$ cat src/rtl/piezo_sfx_arbiter.sv
// Four-way fixed-priority sound-effect arbiter driving one piezo with square-wave tones.
// Optional PIEZO_MUTE_EN adds a mute input that silences piezo_out without disturbing timing.
module piezo_sfx_arbiter #(
    parameter int unsigned HALF_P0 = 4,
    parameter int unsigned HALF_P1 = 3,
    parameter int unsigned HALF_P2 = 2,
    parameter int unsigned HALF_P3 = 1,
    parameter int unsigned DUR_MS  = 200,
    parameter int unsigned GAP_MS  = 20
) (
    input  logic       clk_1khz,
    input  logic       rst,
    input  logic [3:0] req,
`ifdef PIEZO_MUTE_EN
    input  logic       mute,
`endif
    output logic       piezo_out,
    output logic       busy,
    output logic [1:0] active_id,
    output logic [3:0] grant,
    output logic       done
);

    localparam logic [1:0] ST_IDLE = 2'd0;
    localparam logic [1:0] ST_PLAY = 2'd1;
    localparam logic [1:0] ST_GAP  = 2'd2;

    localparam logic [9:0] DUR_LAST = 10'(DUR_MS - 1);
    localparam logic [9:0] GAP_LAST = 10'(GAP_MS - 1);
    localparam logic [2:0] H0_LAST  = 3'(HALF_P0 - 1);
    localparam logic [2:0] H1_LAST  = 3'(HALF_P1 - 1);
    localparam logic [2:0] H2_LAST  = 3'(HALF_P2 - 1);
    localparam logic [2:0] H3_LAST  = 3'(HALF_P3 - 1);

    logic [1:0] state_q, state_d;
    logic [3:0] pending_q, pending_d;
    logic       piezo_q, piezo_d;
    logic [1:0] active_id_q, active_id_d;
    logic [3:0] grant_q, grant_d;
    logic       done_q, done_d;
    logic [2:0] tone_q, tone_d;
    logic [9:0] dur_q, dur_d;
    logic [9:0] gap_q, gap_d;

    logic [3:0] cand;
    logic [1:0] sel;
    logic [3:0] sel_onehot;
    logic [3:0] higher_mask;
    logic [2:0] half_last;
    logic       preempt;
    logic       start;

    always_comb begin
        cand = pending_q | req;
        if (cand[3])      sel = 2'd3;
        else if (cand[2]) sel = 2'd2;
        else if (cand[1]) sel = 2'd1;
        else              sel = 2'd0;
        sel_onehot = 4'b0001 << sel;

        case (active_id_q)
            2'd0:    begin higher_mask = 4'b1110; half_last = H0_LAST; end
            2'd1:    begin higher_mask = 4'b1100; half_last = H1_LAST; end
            2'd2:    begin higher_mask = 4'b1000; half_last = H2_LAST; end
            default: begin higher_mask = 4'b0000; half_last = H3_LAST; end
        endcase
        // Only live requests preempt; pending bits above active_id cannot exist during PLAY.
        preempt = (state_q == ST_PLAY) && |(req & higher_mask);
    end

    always_comb begin
        state_d     = state_q;
        pending_d   = pending_q | req;
        piezo_d     = piezo_q;
        active_id_d = active_id_q;
        grant_d     = '0;
        done_d      = 1'b0;
        tone_d      = tone_q;
        dur_d       = dur_q;
        gap_d       = gap_q;
        start       = 1'b0;

        case (state_q)
            ST_IDLE: begin
                start = |cand;
            end
            ST_PLAY: begin
                if (preempt) begin
                    start = 1'b1;
                end else if (dur_q == DUR_LAST) begin
                    piezo_d = 1'b0;
                    done_d  = 1'b1;
                    tone_d  = '0;
                    dur_d   = '0;
                    gap_d   = '0;
                    state_d = (GAP_MS == 0) ? ST_IDLE : ST_GAP;
                end else begin
                    dur_d = dur_q + 10'd1;
                    if (tone_q == half_last) begin
                        tone_d  = '0;
                        piezo_d = ~piezo_q;
                    end else begin
                        tone_d = tone_q + 3'd1;
                    end
                end
            end
            ST_GAP: begin
                if (gap_q == GAP_LAST) begin
                    gap_d   = '0;
                    state_d = ST_IDLE;
                end else begin
                    gap_d = gap_q + 10'd1;
                end
            end
            default: begin
                state_d = ST_IDLE;
            end
        endcase

        if (start) begin
            state_d     = ST_PLAY;
            active_id_d = sel;
            grant_d     = sel_onehot;
            piezo_d     = 1'b1;
            tone_d      = '0;
            dur_d       = '0;
            pending_d   = cand & ~sel_onehot;
        end
    end

    always_ff @(posedge clk_1khz or posedge rst) begin
        if (rst) begin
            state_q     <= ST_IDLE;
            pending_q   <= '0;
            piezo_q     <= 1'b0;
            active_id_q <= '0;
            grant_q     <= '0;
            done_q      <= 1'b0;
            tone_q      <= '0;
            dur_q       <= '0;
            gap_q       <= '0;
        end else begin
            state_q     <= state_d;
            pending_q   <= pending_d;
            piezo_q     <= piezo_d;
            active_id_q <= active_id_d;
            grant_q     <= grant_d;
            done_q      <= done_d;
            tone_q      <= tone_d;
            dur_q       <= dur_d;
            gap_q       <= gap_d;
        end
    end

`ifdef PIEZO_MUTE_EN
    assign piezo_out = piezo_q & ~mute;
`else
    assign piezo_out = piezo_q;
`endif
    assign busy      = (state_q != ST_IDLE);
    assign active_id = active_id_q;
    assign grant     = grant_q;
    assign done      = done_q;

endmodule

$ cat config.mk
export PLATFORM = sky130hd
export DESIGN_NAME = piezo_sfx_arbiter
export DESIGN_NICKNAME = d
export VERILOG_FILES = /design/src/rtl/piezo_sfx_arbiter.sv
export SDC_FILE = /design/constraint.sdc
export NUM_CORES = 1
export LEC_CHECK = 0
export BUFFER_PORTS_ARGS = -buffer_cell sky130_fd_sc_hd__buf_4
export CAP_MARGIN = 10
export CORE_MARGIN = 5
export CORE_UTILIZATION = 36
export DETAILED_ROUTE_END_ITERATION = 12
export GPL_TIMING_DRIVEN = 0
export PLACE_DENSITY_LB_ADDON = 0.15
export SYNTH_ARGS = -nofsm -noshare
export SYNTH_HDL_FRONTEND = slang
export SYNTH_SLANG_ARGS = --single-unit
export TNS_END_PERCENT = 10
$ cat constraint.sdc
create_clock -name clk_1khz -period 4.35 [get_ports clk_1khz]
set_input_delay 0.435 -clock clk_1khz [delete_from_list [all_inputs] [get_ports clk_1khz]]
set_output_delay 0.435 -clock clk_1khz [all_outputs]
set_load 0.05 [all_outputs]
==> results.sh <==
export IMPL_start_util=0.367
export IMPL_dp_cells=284
export IMPL_die_y_um=84.5
export IMPL_multiInputGateArea_sq_mm=0.00101
export IMPL_cts_hold_buf=0
export IMPL_synth_warnings=0
export IMPL_insertion_delay_ns=0.28
export IMPL_finClkSkew_ns=0.00427
export IMPL_grt_max_degree=38
export IMPL_antenna_found_initial=0
export IMPL_yosys_area_share_simple=0.245
export IMPL_die_x_um=84.5
export IMPL_post_cts_setup_buffer_count=0
export IMPL_period_share=0.456
export IMPL_wire_per_inst_um=14.7
export IMPL_synth_most_common_cell="dfrtp_1"
export IMPL_fin_ws_ns=2.37
export IMPL_synth_top_area_frac=0.464
export IMPL_cts_max_path_buffers=2
export IMPL_synthAdderAreaFrac=0.0188
export IMPL_io_buffers=14
export IMPL_slew_headroom=0.467
export IMPL_cts_tree="done"
export IMPL_syn_num_nets=207
export IMPL_synth_common_cells="dfrtp_1, nand2_1, nand3_1"
export IMPL_cpPeakStageDelay_ns=0.43
export IMPL_final_area_sq_mm=0.00228
export IMPL_drc=0
export IMPL_setup_viol=0
export IMPL_critPathKind="reg -> reg"
export IMPL_core_area_sq_mm=0.00544
export IMPL_maxCapViolations=0
export IMPL_cts_inserted_buffers=5
export IMPL_crit_fanout=7
export IMPL_first_pass_iters=4
export IMPL_synth_area_sq_mm=0.00200
export IMPL_synth_edff_count=0
export IMPL_rsz0062_at_grt="false"
export IMPL_p_total_mw=1.11
export IMPL_io_pins=15
export IMPL_synth_async_reset_ratio=1.00
export IMPL_synthesis_instances=198
export IMPL_ir_drop_mv=0.228
export IMPL_fin_nets=228
export IMPL_p_leak_nw=0.970
export IMPL_cts_sinks=37
export IMPL_synth_compound_area_frac=0.204
export IMPL_gp_congestion=0.772
export IMPL_yosysTopAreaCell="dfrtp_1"
export IMPL_hold_class="in -> async"
export IMPL_grt_pass1_vias=1514
export IMPL_status="finished, final reports clean"
export IMPL_root_buffer="clkbuf_8"
export IMPL_drv_slew=0
export IMPL_viasPerCell=5.49
export IMPL_fmax_mhz=504
export IMPL_final_cells=291
export IMPL_vias=1599
export IMPL_synth_ff_type="dfrtp_1"
export IMPL_worstPathCellList="ha_1 > and4bb_1 > nand3_2 > o31a_1 > a221o_1"
export IMPL_regArea_sq_um=926
export IMPL_period_minus_slack_ns=1.98
export IMPL_hpwl_mm=3.02
export IMPL_cp_slowest_cell="dfrtp_1"
export IMPL_startpoint_type="flop"
export IMPL_drtIter0Drc=62
export IMPL_area_growth_pct=14.1
export IMPL_fp_row_count=27
export IMPL_powerDensity_mw_per_mm2=487
export IMPL_synth_top_family_by_area="simple AND/OR/NAND/NOR gates"
export IMPL_fillerInstances=549
export IMPL_cp_data_required_time_ns=4.52
export IMPL_cp_end_kind="flop"
export IMPL_synth_distinct_cells=57
export IMPL_place_area_sq_mm=0.00219
export IMPL_hold_slack_ns=0.305
export IMPL_place_ws_ns=2.36
export IMPL_ant_nets=0
export IMPL_layout_drive_gt1_share=0.183
export IMPL_tns_ns=0
export IMPL_synth_xor_xnor_area_share=0.0176
export IMPL_cts_resized=0
export IMPL_syn_avg_cell_area_sq_um=10.1
export IMPL_die_area_sq_mm=0.00713
export IMPL_hold_viol=0
export IMPL_antennaDiodeCount=0
export IMPL_ys_seq_area_frac=0.464
export IMPL_ctsHtreeMaxLevel=2
export IMPL_worstMarginPinSlew_ns=0.798
export IMPL_clk_pin_slew_ns=0.07
export IMPL_ys_seq_elements=37
export IMPL_final_core_utilization=0.419
export IMPL_drt_total_wl_mm=4.28
export IMPL_grt_usage=0.128
export IMPL_yosys_mux_area_fraction=0.0188
export IMPL_gr_total_overflow=0
export IMPL_synthTopCellsByArea="dfrtp_1, nand3_1, a31oi_1"
export IMPL_grt_pass1_wl_mm=7.45
export IMPL_worstPathArrival_ns=2.15
-- layout make-up --
class | count | area share
inverters | 8 | 0.0132
flip-flops and latches | 37 | 0.407
multi-input cells | 147 | 0.442
plain buffers | 6 | 0.0148
repair buffers | 14 | 0.0462
clock buffers | 7 | 0.0379
well taps | 72 | 0.0396
-- sequential cells by signal (all words and copies together) (netlist names) --
signal,count
dur_q,10
active_id,2
state_q,2
gap_q,10
tone_q,3
piezo_out,1
done,1
pending_q,4
grant,4
-- worst paths after layout --
kind	start	end	slack, ns	cells past startpoint
setup / recovery	dur_q[0]$_DFFE_PP0P_	gap_q[9]$_DFFE_PP0P_	2.37	5
hold / removal	rst	gap_q[5]$_DFFE_PP0P_	0.31	2
setup reg to reg	dur_q[0]$_DFFE_PP0P_	gap_q[9]$_DFFE_PP0P_	2.37	5
hold reg to reg	pending_q[1]$_DFF_PP0_	grant[0]$_DFF_PP0_	0.44	1
max in group asynchronous	rst	dur_q[7]$_DFFE_PP0P_	3.54	2
min in group clk_1khz	req[1]	grant[0]$_DFF_PP0_	0.32	2
-- layout by cell type, fill, tap and decap left out, types with 4 or more instances in the layout --
cell type / Yosys / routed
a41oi_1: 5 / 5
nor2_1: 9 / 9
inv_1: 8 / 7
a31oi_1: 9 / 9
nor2b_1: 5 / 5
buf_4: 0 / 14
nand2_1: 14 / 14
nand3_1: 13 / 13
a21oi_1: 8 / 8
o21ai_0: 8 / 8
nor4_1: 4 / 4
clkbuf_8: 0 / 6
and3_1: 6 / 6
nand4_1: 7 / 7
dfrtp_1: 37 / 37
-- report_power, final --
part	total [mW]	switching [mW]	leakage (nW)	internal, mW
Sequential	0.455	0.0585	0.447	0.397
Clock	0.239	0.114	0.0443	0.126
Combinational	0.415	0.252	0.478	0.162
-- critical path, delay by kind of cell (launching register included) --
kind / cells / cell delay, ns
AND/OR/NAND/NOR: 2 / 0.45
AO/OA/AOI/OAI: 2 / 0.68
flip-flops: 1 / 0.43
adder cells (fa/ha/maj): 1 / 0.30
-- cell families after synthesis --
kind of cell	count (synthesis)
AND/OR/NAND/NOR	83
AO/OA/AOI/OAI	54
flip-flops	37
buffers and inverters	14
XOR/XNOR	4
multiplexers	3
adder cells (fa/ha/maj)	3
-- metal layers --
layer,track usage,wire length [um],vias to the layer above
li1,-,-,806
met1,0.184,2200,758
met2,0.189,1830,30
met3,0.0363,204,5
met4,0.0345,46,0
met5,0,0,-
(Power assumes the default switching activity.)
